**src/rtl/minimac_rxsched_pkg.sv**
```systemverilog
// Shared constants for the minimac RX slot scheduler: slot states and CSR offsets.
package minimac_rxsched_pkg;

    localparam logic [1:0] ST_EMPTY = 2'd0;
    localparam logic [1:0] ST_READY = 2'd1;
    localparam logic [1:0] ST_BUSY  = 2'd2;
    localparam logic [1:0] ST_DONE  = 2'd3;

    localparam logic [4:0] OFS_DONE      = 5'h00;
    localparam logic [4:0] OFS_SLOT_BASE = 5'h01;
    localparam logic [4:0] OFS_OVR       = 5'h1F;
    localparam int         STRIDE        = 3;

    // field: 0 = state, 1 = base address, 2 = byte count
    function automatic logic [4:0] slot_ofs(input int slot, input int field);
        return 5'(int'(OFS_SLOT_BASE) + STRIDE * slot + field);
    endfunction

endpackage

```
**src/rtl/minimac_rr_pick.sv**
```systemverilog
// Combinational round-robin picker: first request at or after ptr_i, wrapping.
module minimac_rr_pick #(
    parameter  int SLOTS = 4,
    localparam int PTR_W = $clog2(SLOTS)
) (
    input  logic [SLOTS-1:0] req_i,
    input  logic [PTR_W-1:0] ptr_i,
    output logic [SLOTS-1:0] gnt_o,
    output logic             found_o
);

    always_comb begin
        gnt_o   = '0;
        found_o = 1'b0;
        for (int k = 0; k < SLOTS; k++) begin
            int j;
            j = int'(ptr_i) + k;
            if (j >= SLOTS) j = j - SLOTS;
            if (!found_o && req_i[j]) begin
                gnt_o[j] = 1'b1;
                found_o  = 1'b1;
            end
        end
    end

endmodule

```
**src/rtl/minimac_rxslot_sched.sv**
```systemverilog
// RX slot scheduler: CSR-armed slots granted one at a time to the minimac RX engine.
// Optional overrun counter at offset 0x1F enabled by MINIMAC_RXSCHED_OVERRUN_EN.
module minimac_rxslot_sched
    import minimac_rxsched_pkg::*;
#(
    parameter logic [3:0] csr_addr = 4'h0,
    parameter int         SLOTS    = 4,
    parameter int         ADR_W    = 30,
    parameter int         CNT_W    = 11
) (
    input  logic             sys_clk,
    input  logic             sys_rst,
    input  logic [13:0]      csr_a,
    input  logic             csr_we,
    input  logic [31:0]      csr_di,
    output logic [31:0]      csr_do,
    output logic             irq_rx,
    output logic             rx_valid,
    output logic [ADR_W-1:0] rx_adr,
    input  logic             rx_resetcount,
    input  logic             rx_incrcount,
    input  logic             rx_endframe
);

    localparam int              PTR_W   = $clog2(SLOTS);
    localparam logic [CNT_W-1:0] CNT_MAX = {CNT_W{1'b1}};

    logic [1:0]       st_q   [SLOTS];
    logic [1:0]       st_d   [SLOTS];
    logic [ADR_W-1:0] base_q [SLOTS];
    logic [CNT_W-1:0] cnt_q  [SLOTS];
    logic [CNT_W-1:0] cnt_d  [SLOTS];

    logic [PTR_W-1:0] ptr_q, busy_idx_q, gnt_idx;
    logic             rx_valid_q, irq_q;
    logic [ADR_W-1:0] rx_adr_q;
    logic [31:0]      csr_do_q, rdata;

    logic             csr_sel;
    logic [4:0]       ofs;
    logic [SLOTS-1:0] st_we, base_we, ready_vec, done_vec, gnt_oh;
    logic             found, grant_ok, cpu_abort, end_ok;
    logic             unused_bits;

    assign csr_sel     = (csr_a[13:10] == csr_addr);
    assign ofs         = csr_a[4:0];
    assign unused_bits = ^{csr_a[9:5], csr_di};

    always_comb begin
        gnt_idx = '0;
        for (int i = 0; i < SLOTS; i++) begin
            st_we[i]     = csr_sel && csr_we && (ofs == slot_ofs(i, 0));
            base_we[i]   = csr_sel && csr_we && (ofs == slot_ofs(i, 1));
            ready_vec[i] = (st_q[i] == ST_READY);
            done_vec[i]  = (st_q[i] == ST_DONE);
            if (gnt_oh[i]) gnt_idx = PTR_W'(i);
        end
    end

    minimac_rr_pick #(.SLOTS(SLOTS)) u_pick (
        .req_i   (ready_vec),
        .ptr_i   (ptr_q),
        .gnt_o   (gnt_oh),
        .found_o (found)
    );

    // A CPU abort of the slot being picked, or of the BUSY slot, takes priority.
    assign grant_ok  = found && !rx_valid_q && !(st_we[gnt_idx] && csr_di[1:0] == ST_EMPTY);
    assign cpu_abort = rx_valid_q && st_we[busy_idx_q] && csr_di[1:0] == ST_EMPTY;
    assign end_ok    = rx_valid_q && rx_endframe && !cpu_abort;

    always_comb begin
        for (int i = 0; i < SLOTS; i++) begin
            st_d[i]  = st_q[i];
            cnt_d[i] = cnt_q[i];
            if (st_we[i] && ((st_q[i] == ST_EMPTY && csr_di[1:0] == ST_READY) ||
                             (st_q[i] != ST_EMPTY && csr_di[1:0] == ST_EMPTY)))
                st_d[i] = csr_di[1:0];
            if (grant_ok && gnt_idx == PTR_W'(i)) st_d[i] = ST_BUSY;
            if (end_ok && busy_idx_q == PTR_W'(i)) st_d[i] = ST_DONE;
            if (rx_valid_q && busy_idx_q == PTR_W'(i)) begin
                if (rx_resetcount && rx_incrcount) cnt_d[i] = CNT_W'(1);
                else if (rx_resetcount)            cnt_d[i] = '0;
                else if (rx_incrcount && cnt_q[i] != CNT_MAX) cnt_d[i] = cnt_q[i] + CNT_W'(1);
            end
        end
    end

`ifdef MINIMAC_RXSCHED_OVERRUN_EN
    logic [15:0] ovr_q;

    always_ff @(posedge sys_clk or negedge sys_rst) begin
        if (!sys_rst)                                ovr_q <= '0;
        else if (csr_sel && csr_we && ofs == OFS_OVR) ovr_q <= '0;
        else if (rx_resetcount && !rx_valid_q && ovr_q != 16'hFFFF) ovr_q <= ovr_q + 16'd1;
    end
`endif

    always_comb begin
        rdata = '0;
        if (ofs == OFS_DONE) rdata[SLOTS-1:0] = done_vec;
        for (int i = 0; i < SLOTS; i++) begin
            if (ofs == slot_ofs(i, 0)) rdata[1:0]       = st_q[i];
            if (ofs == slot_ofs(i, 1)) rdata[ADR_W-1:0] = base_q[i];
            if (ofs == slot_ofs(i, 2)) rdata[CNT_W-1:0] = cnt_q[i];
        end
`ifdef MINIMAC_RXSCHED_OVERRUN_EN
        if (ofs == OFS_OVR) rdata[15:0] = ovr_q;
`endif
    end

    always_ff @(posedge sys_clk or negedge sys_rst) begin
        if (!sys_rst) begin
            for (int i = 0; i < SLOTS; i++) begin
                st_q[i]   <= ST_EMPTY;
                base_q[i] <= '0;
                cnt_q[i]  <= '0;
            end
            ptr_q      <= '0;
            busy_idx_q <= '0;
            rx_valid_q <= 1'b0;
            rx_adr_q   <= '0;
            irq_q      <= 1'b0;
            csr_do_q   <= '0;
        end else begin
            for (int i = 0; i < SLOTS; i++) begin
                st_q[i]  <= st_d[i];
                cnt_q[i] <= cnt_d[i];
                if (base_we[i] && st_q[i] != ST_BUSY) base_q[i] <= csr_di[ADR_W-1:0];
            end
            if (grant_ok) begin
                rx_valid_q <= 1'b1;
                rx_adr_q   <= base_q[gnt_idx];
                busy_idx_q <= gnt_idx;
                ptr_q      <= (int'(gnt_idx) == SLOTS - 1) ? '0 : gnt_idx + PTR_W'(1);
            end else if (end_ok || cpu_abort) begin
                rx_valid_q <= 1'b0;
            end
            irq_q    <= |done_vec;
            csr_do_q <= csr_sel ? rdata : '0;
        end
    end

    assign csr_do   = csr_do_q;
    assign irq_rx   = irq_q;
    assign rx_valid = rx_valid_q;
    assign rx_adr   = rx_adr_q;

endmodule

```
**config.mk**
```make
export PLATFORM = sky130hd
export DESIGN_NAME = minimac_rxslot_sched
export DESIGN_NICKNAME = d
export VERILOG_FILES = /design/src/rtl/minimac_rxsched_pkg.sv /design/src/rtl/minimac_rr_pick.sv /design/src/rtl/minimac_rxslot_sched.sv
export SDC_FILE = /design/constraint.sdc
export NUM_CORES = 1
export LEC_CHECK = 0
export BUFFER_PORTS_ARGS = -buffer_cell sky130_fd_sc_hd__buf_2
export CORE_MARGIN = 10
export CORE_UTILIZATION = 30
export DETAILED_ROUTE_END_ITERATION = 16
export GPL_TIMING_DRIVEN = 0
export HOLD_SLACK_MARGIN = 0.15
export PLACE_DENSITY = 0.6
export SETUP_SLACK_MARGIN = 0.5
export SYNTH_ARGS = -nofsm -noshare
export SYNTH_HDL_FRONTEND = slang
export SYNTH_HIERARCHICAL = 1
export SYNTH_SLANG_ARGS = --single-unit
```
**constraint.sdc**
```tcl
create_clock -name sys_clk -period 3.35 [get_ports sys_clk]
set_input_delay 0.67 -clock sys_clk [delete_from_list [all_inputs] [get_ports sys_clk]]
set_output_delay 0.67 -clock sys_clk [all_outputs]
set_load 0.02 [all_outputs]
```
Word-level counts from Yosys, hierarchy flattened
Index checks and enable logic that the tools add are counted.
{"block": "classes", "bitwise": 4, "n_reduce_logical": 94, "n_eq_ne": 36, "order_cmp": 15, "n_addsub": 12, "n_mux": 83}
{"op": "$mux W30", "n": 7}
{"op": "$mux W11", "n": 16}
{"op": "$ge A32 B1 Y1 const B", "n": 4}
{"op": "$lt A32 B4 Y1 const B", "n": 4}
{"op": "$mux W32", "n": 4}
{"op": "$ge A32 B4 Y1 const B", "n": 3}
{"op": "$sub A32 B4 Y32 const B", "n": 3}
{"op": "$bmux W30 S2", "n": 1}
{"op": "$logic_and A1 B1 Y1", "n": 56}
{"op": "$add A11 B1 Y11 const B", "n": 4}
{"op": "$ne A11 B11 Y1 const B", "n": 4}
{"op": "$mux W2", "n": 19}
{"op": "$eq A5 B4 Y1 const B", "n": 5}
{"op": "$reduce_bool A3 Y1", "n": 8}
{"op": "$mux W1", "n": 21}
{"op": "$eq A5 B3 Y1 const B", "n": 4}
{"op": "$mux W4", "n": 5}
{"op": "$eq A2 B1 Y1 const B", "n": 8}
{"op": "$eq A2 B2 Y1 const B", "n": 8}
{"op": "$logic_not A2 Y1", "n": 7}
{"op": "$bmux W1 S2", "n": 6}
{"op": "$or A4 B4 Y4", "n": 3}
{"op": "$eq A5 B2 Y1 const B", "n": 2}
{"op": "$reduce_bool A2 Y1", "n": 5}
{"op": "17 further kinds", "n": 37}
{"block": "word_totals", "out_inout_bits": 64, "input_bits": 52, "ff_bits": 238, "wordCells": 262}

Longest topological paths before layout
{"block": "logic_depth", "ltp_word": 26, "mapped_depth": 15, "ltp_nobuf": 11}

By module
The synthesis kept the hierarchy.
{"module": "minimac_rxslot_sched", "seq_area_each_um2": 5955.7, "area_each_um2": 12218.0, "cells_each": 1135, "instances": 1}
{"module": "minimac_rr_pick", "seq_area_each_um2": 0.0, "area_each_um2": 457.9, "cells_each": 59, "instances": 1}

Worst setup path before layout
Ideal clock, no wire load.
{"block": "synth_timing", "path_type": "register to register", "from": "register ptr_q[1]", "to": "register busy_idx_q[0]", "n_path_buf": 4, "path_stages_with_launch": 16, "setup_slack_ns": -0.365, "arrival_ns": 3.590, "cell_sequence": "dfrtp_1 > buf_2 > inv_1 > ha_1 > buf_6 > or3b_1 > a2111o_1 > nand3_2 > o2bb2ai_1 > clkbuf_1 > nor2b_1 > a22o_1 > a311o_1 > a21oi_4 > buf_6 > mux2_2"}
{"block": "synth_between", "word_cells_on_any_way": 73, "classes_between": "add/sub: 7; order compare: 12; mux: 37; bitwise: 3; reduce/logical: 14"}
{"item": "start: declaration", "line": "minimac_rxslot_sched.sv:34", "source": "logic [PTR_W-1:0] ptr_q, busy_idx_q, gnt_idx;"}
{"item": "start signal: assignment", "line": "minimac_rxslot_sched.sv:135", "source": "ptr_q <= (int'(gnt_idx) == SLOTS - 1) ? '0 : gnt_idx + PTR_W'(1);"}
{"item": "parallel branches: the longest is 14 deep, another holds $sub A32 B4 Y32"}
{"item": "$mux W4 (*)", "line": "minimac_rr_pick.sv:19", "source": "if (!found_o && req_i[j]) begin"}
{"item": "named net gnt_oh[3]", "line": "minimac_rxslot_sched.sv:41", "source": "logic [SLOTS-1:0] st_we, base_we, ready_vec, done_vec, gnt_oh;"}
{"item": "$mux W2 (*)", "line": "minimac_rxslot_sched.sv:56", "source": "if (gnt_oh[i]) gnt_idx = PTR_W'(i);"}
{"item": "$bmux W1 S2", "line": "minimac_rxslot_sched.sv:68", "source": "assign grant_ok = found && !rx_valid_q && !(st_we[gnt_idx] && csr_di[1:0] == ST_EMPTY);"}
{"item": "$mux W1 (not written as such)", "line": "minimac_rxslot_sched.sv:68"}
{"item": "$logic_and A1 B1 Y1", "line": "minimac_rxslot_sched.sv:68"}
{"item": "$logic_not A1 Y1", "line": "minimac_rxslot_sched.sv:68"}
{"item": "$logic_and A1 B1 Y1", "line": "minimac_rxslot_sched.sv:68"}
{"item": "end signal: assignment", "line": "minimac_rxslot_sched.sv:134", "source": "busy_idx_q <= gnt_idx;"}
{"item": "end: declaration", "line": "minimac_rxslot_sched.sv:34"}
Mark *: on every way through the listed nets, which the timed path passes. The select of a mux whose other input is x is not followed.
A chain may end at the register's enable or synchronous reset.

Worst setup path in the final report
{"block": "layout_timing", "from": "register ptr_q[1]", "to": "register rx_adr_q[4], in the netlist rx_adr[4]"}
{"block": "layout_between", "word_cells_on_any_way": 77, "classes_between": "add/sub: 7; order compare: 12; mux: 40; bitwise: 4; reduce/logical: 14"}
{"item": "parallel branches: the longest is 14 deep, another holds $sub A32 B4 Y32"}
{"item": "$mux W4 (*)", "line": "minimac_rr_pick.sv:19"}
{"item": "named net gnt_oh[2]", "line": "minimac_rxslot_sched.sv:41"}
{"item": "$mux W2 (*) (2 in a row)", "line": "minimac_rxslot_sched.sv:56"}
{"item": "$bmux W1 S2", "line": "minimac_rxslot_sched.sv:68"}
{"item": "$mux W1 (not written as such)", "line": "minimac_rxslot_sched.sv:68"}
{"item": "$logic_and A1 B1 Y1", "line": "minimac_rxslot_sched.sv:68"}
{"item": "$logic_not A1 Y1", "line": "minimac_rxslot_sched.sv:68"}
{"item": "$logic_and A1 B1 Y1", "line": "minimac_rxslot_sched.sv:68"}
{"item": "end signal: assignment", "line": "minimac_rxslot_sched.sv:133", "source": "rx_adr_q <= base_q[gnt_idx];"}
{"item": "end: declaration", "line": "minimac_rxslot_sched.sv:36", "source": "logic [ADR_W-1:0] rx_adr_q;"}
Marks and branches as above.

==> results.md <==
- Outcome: complete, but fails checks
- Die Y: approximately 230 µm
- Final hold vios: 0
- Share of cells above drive strength 1: 0.287
- Via count: roughly 10000
- P_sw: 0.00344 W
- Slew Viols, Final: 0
- Internal power: between 0.006 and 0.007 W
- Sequential share of power: 0.342
- Final Critical Period: 3520 ps
- Peak VDD IR: 0.556 mV
- Starting Density: 0.302
- Synth Area per Inst: between 10 and 15 µm²
- DRT Wirelength: 40.9 mm
- First-pass GRT wire length: around 63 mm
- Largest net degree at the start of global routing: 105
- Worst-path clk slew: 60 ps
- Reported max-cap violation count: 0
- CP max stage delay: 420 ps
- CTS Sinks: 238
- PnR worst setup slack: -171 ps
- Kind of start point of the critical path: flop
- Root buffer cell: clkbuf_16
- Syn Inst Count: 1189
- Sw Ratio: 0.352
- GPL Wtd Cong: ~0.90
- Crit path cell chain: buf_6 -> inv_6 -> ha_4 -> buf_6 -> mux2i_2 -> mux2_4 -> a211oi_2 -> o2bb2ai_1 -> buf_4 -> nor2b_2 -> a22o_1 -> a311o_1 -> a21oi_4 -> buf_12 -> buf_16 -> mux2_4
- Worst-Margin Slew: about 1100 ps
- Logic pwr share: 0.332
- Post-Place Worst Slack: -655 ps
- Critical Path AT: 3960 ps
- Num ports: about 120
- Worst hold slack: 348 ps
- Setup crit end kind: flop
- First-pass detailed-route iteration total: 6
- Clk_lat worst skew: 590 ps
- Clk_skew: 34.3 ps
- Num CTS Buffers: 28
- Fmax: 0.284 GHz
- Crit path max fanout: 9
- Hold crit path type: in -> reg
- Longest Clk Path Bufs: 3
- DP HPWL: 28.8 mm
- Total Routing Usage GR: 0.157
- Die Wd: 225 µm
- Initial drt markers: 987
- CTS tree: done
- Remaining antenna violation count: 0
- Crit path kind: reg -> reg
- Tot Pwr: 0.00977 W
- Vias in the first global route: 10400
- Routed WL per cell: 21.5 µm
- Violations in the final reports: setup timing
- Clock power frac: 0.326
- Layout area overhead: 21.3%
- Total gr overflow: 0
- Initial antenna violation count: 6
- Worst slew margin: 0.276
- DRC Markers: 0
- Required time of the critical path: 3790 ps
- DR vias/cell: 5.43
- Worst path top cell family by delay: compound AO/OA/AOI/OAI gates
- Pleak: approximately 6.8 nW
- Pwr dens: 637 nW/µm²
- RSZ-0062 raised after global routing: yes
- IO buf count: 102
- Final #Nets: 1410
- Ys Warns: 6
- Row cnt: 75
- Die ar.: 50800 µm²
- H-tree Lvls: 1
- Crit path buf inv count: 6
- Cell area after synthesis: 12600 µm²
- Crit share post-route: 1.05
- Count of final setup violators: 37
- Core area: 41900 µm²
- Worst path slowest cell: dfrtp_2
timing repair:
item,4_1_cts,5_1_grt
resized for setup,49,16
gates cloned,1,1
endpoints found under the hold margin,37,0
hold buffers,1,0
pin swaps,4,2
setup endpoints to repair,43,43
buffers inserted,11,4
through the flow:
stage,instances,utilization,setup TNS [ps],cell area (µm²)
global route,1901,0.366,-8710,15300
global placement,1831,0.332,-685790,13900
floorplan,1190,-,-4720,12700
detailed placement,1833,0.334,-19620,14000
finish,1903,0.366,-5320,15300
CTS,1895,0.364,-4310,15200
power by group through the flow:
stage / sequential (W) / combinational [W] / clock, W
after floorplan: 0.00339 / 0.00171 / 0
after global placement: 0.00338 / 0.00262 / 0
after detailed placement: 0.00339 / 0.00266 / 0
after CTS: 0.00333 / 0.00310 / 0.00326
after global routing: 0.00336 / 0.00346 / 0.00338
final: 0.00334 / 0.00324 / 0.00319
worst paths after layout:
kind	startpoint	to	slack [ps]	cells past startpoint
worst min-delay path	csr_di[24]	base_q[114]	350	2
worst max register to register	ptr_q[1]	rx_adr[4]	-170	16
worst max-delay path	ptr_q[1]	rx_adr[4]	-170	16
max in group asynchronous	sys_rst	rx_adr[4]	1920	3
worst min register to register	rx_adr[7]	rx_adr[7]	500	1
min in group asynchronous	sys_rst	irq_rx	560	2
worst register-to-register path, delay by kind of cell (launching register included):
family                     cells  cell delay (ps)
buffers and inverters          6              820
adders and majority gates      1              180
muxes                          3              800
DFF                            1              420
AOI/OAI and AO/OA              5              990
and+or+nand+nor                1              150
cell usage in the layout (no fill, tap or decap), drive strengths merged, types with 5 or more instances in the layout:
cell type / instances
a211oi: 7
inv: 21
a22oi: 60
and2: 5
nor3: 30
nor4: 10
a2bb2oi: 5
a221o: 5
nand3: 22
o211ai: 7
nor3b: 10
a31oi: 6
nor2: 95
ha: 16
nand2: 68
o21ai: 45
dfrtp: 238
nand4: 14
o22ai: 21
mux2i: 40
clkinv: 5
nor4b: 6
nor2b: 19
o2111a: 8
o2bb2ai: 6
mux2: 157
a21oi: 78
o21a: 5
or3: 7
clkbuf: 81
buf: 161
nand2b: 12
and3: 7
xnor2: 22
sequential cells by signal, indices dropped and copies added (netlist names):
| signal | flops |
|---|---|
| busy_idx_q | 2 |
| irq_rx | 1 |
| rx_valid | 1 |
| cnt_q | 44 |
| rx_adr | 30 |
| csr_do | 30 |
| st_q | 8 |
| base_q | 120 |
| ptr_q | 2 |
layout make-up:
cell class,instances,area [µm²]
multi-input cells,847,6390
diodes,3,7.51
clock inverters,12,174
repair buffers,122,763
well taps,539,674
inverters,21,86.3
flip-flops and latches,238,5960
fillers,4180,26500
plain buffers,84,495
clock buffers,37,785
per-layer routing:
metal	share of wire	vias to the layer above	global-route usage
met3	0.071	72	0.0350
met2	0.46	389	0.252
met1	0.44	5188	0.208
met4	0.027	8	0.0479
li1	-	4680	-
met5	0.0012	-	0
Note: power is estimated with default switching activity, not from simulation.
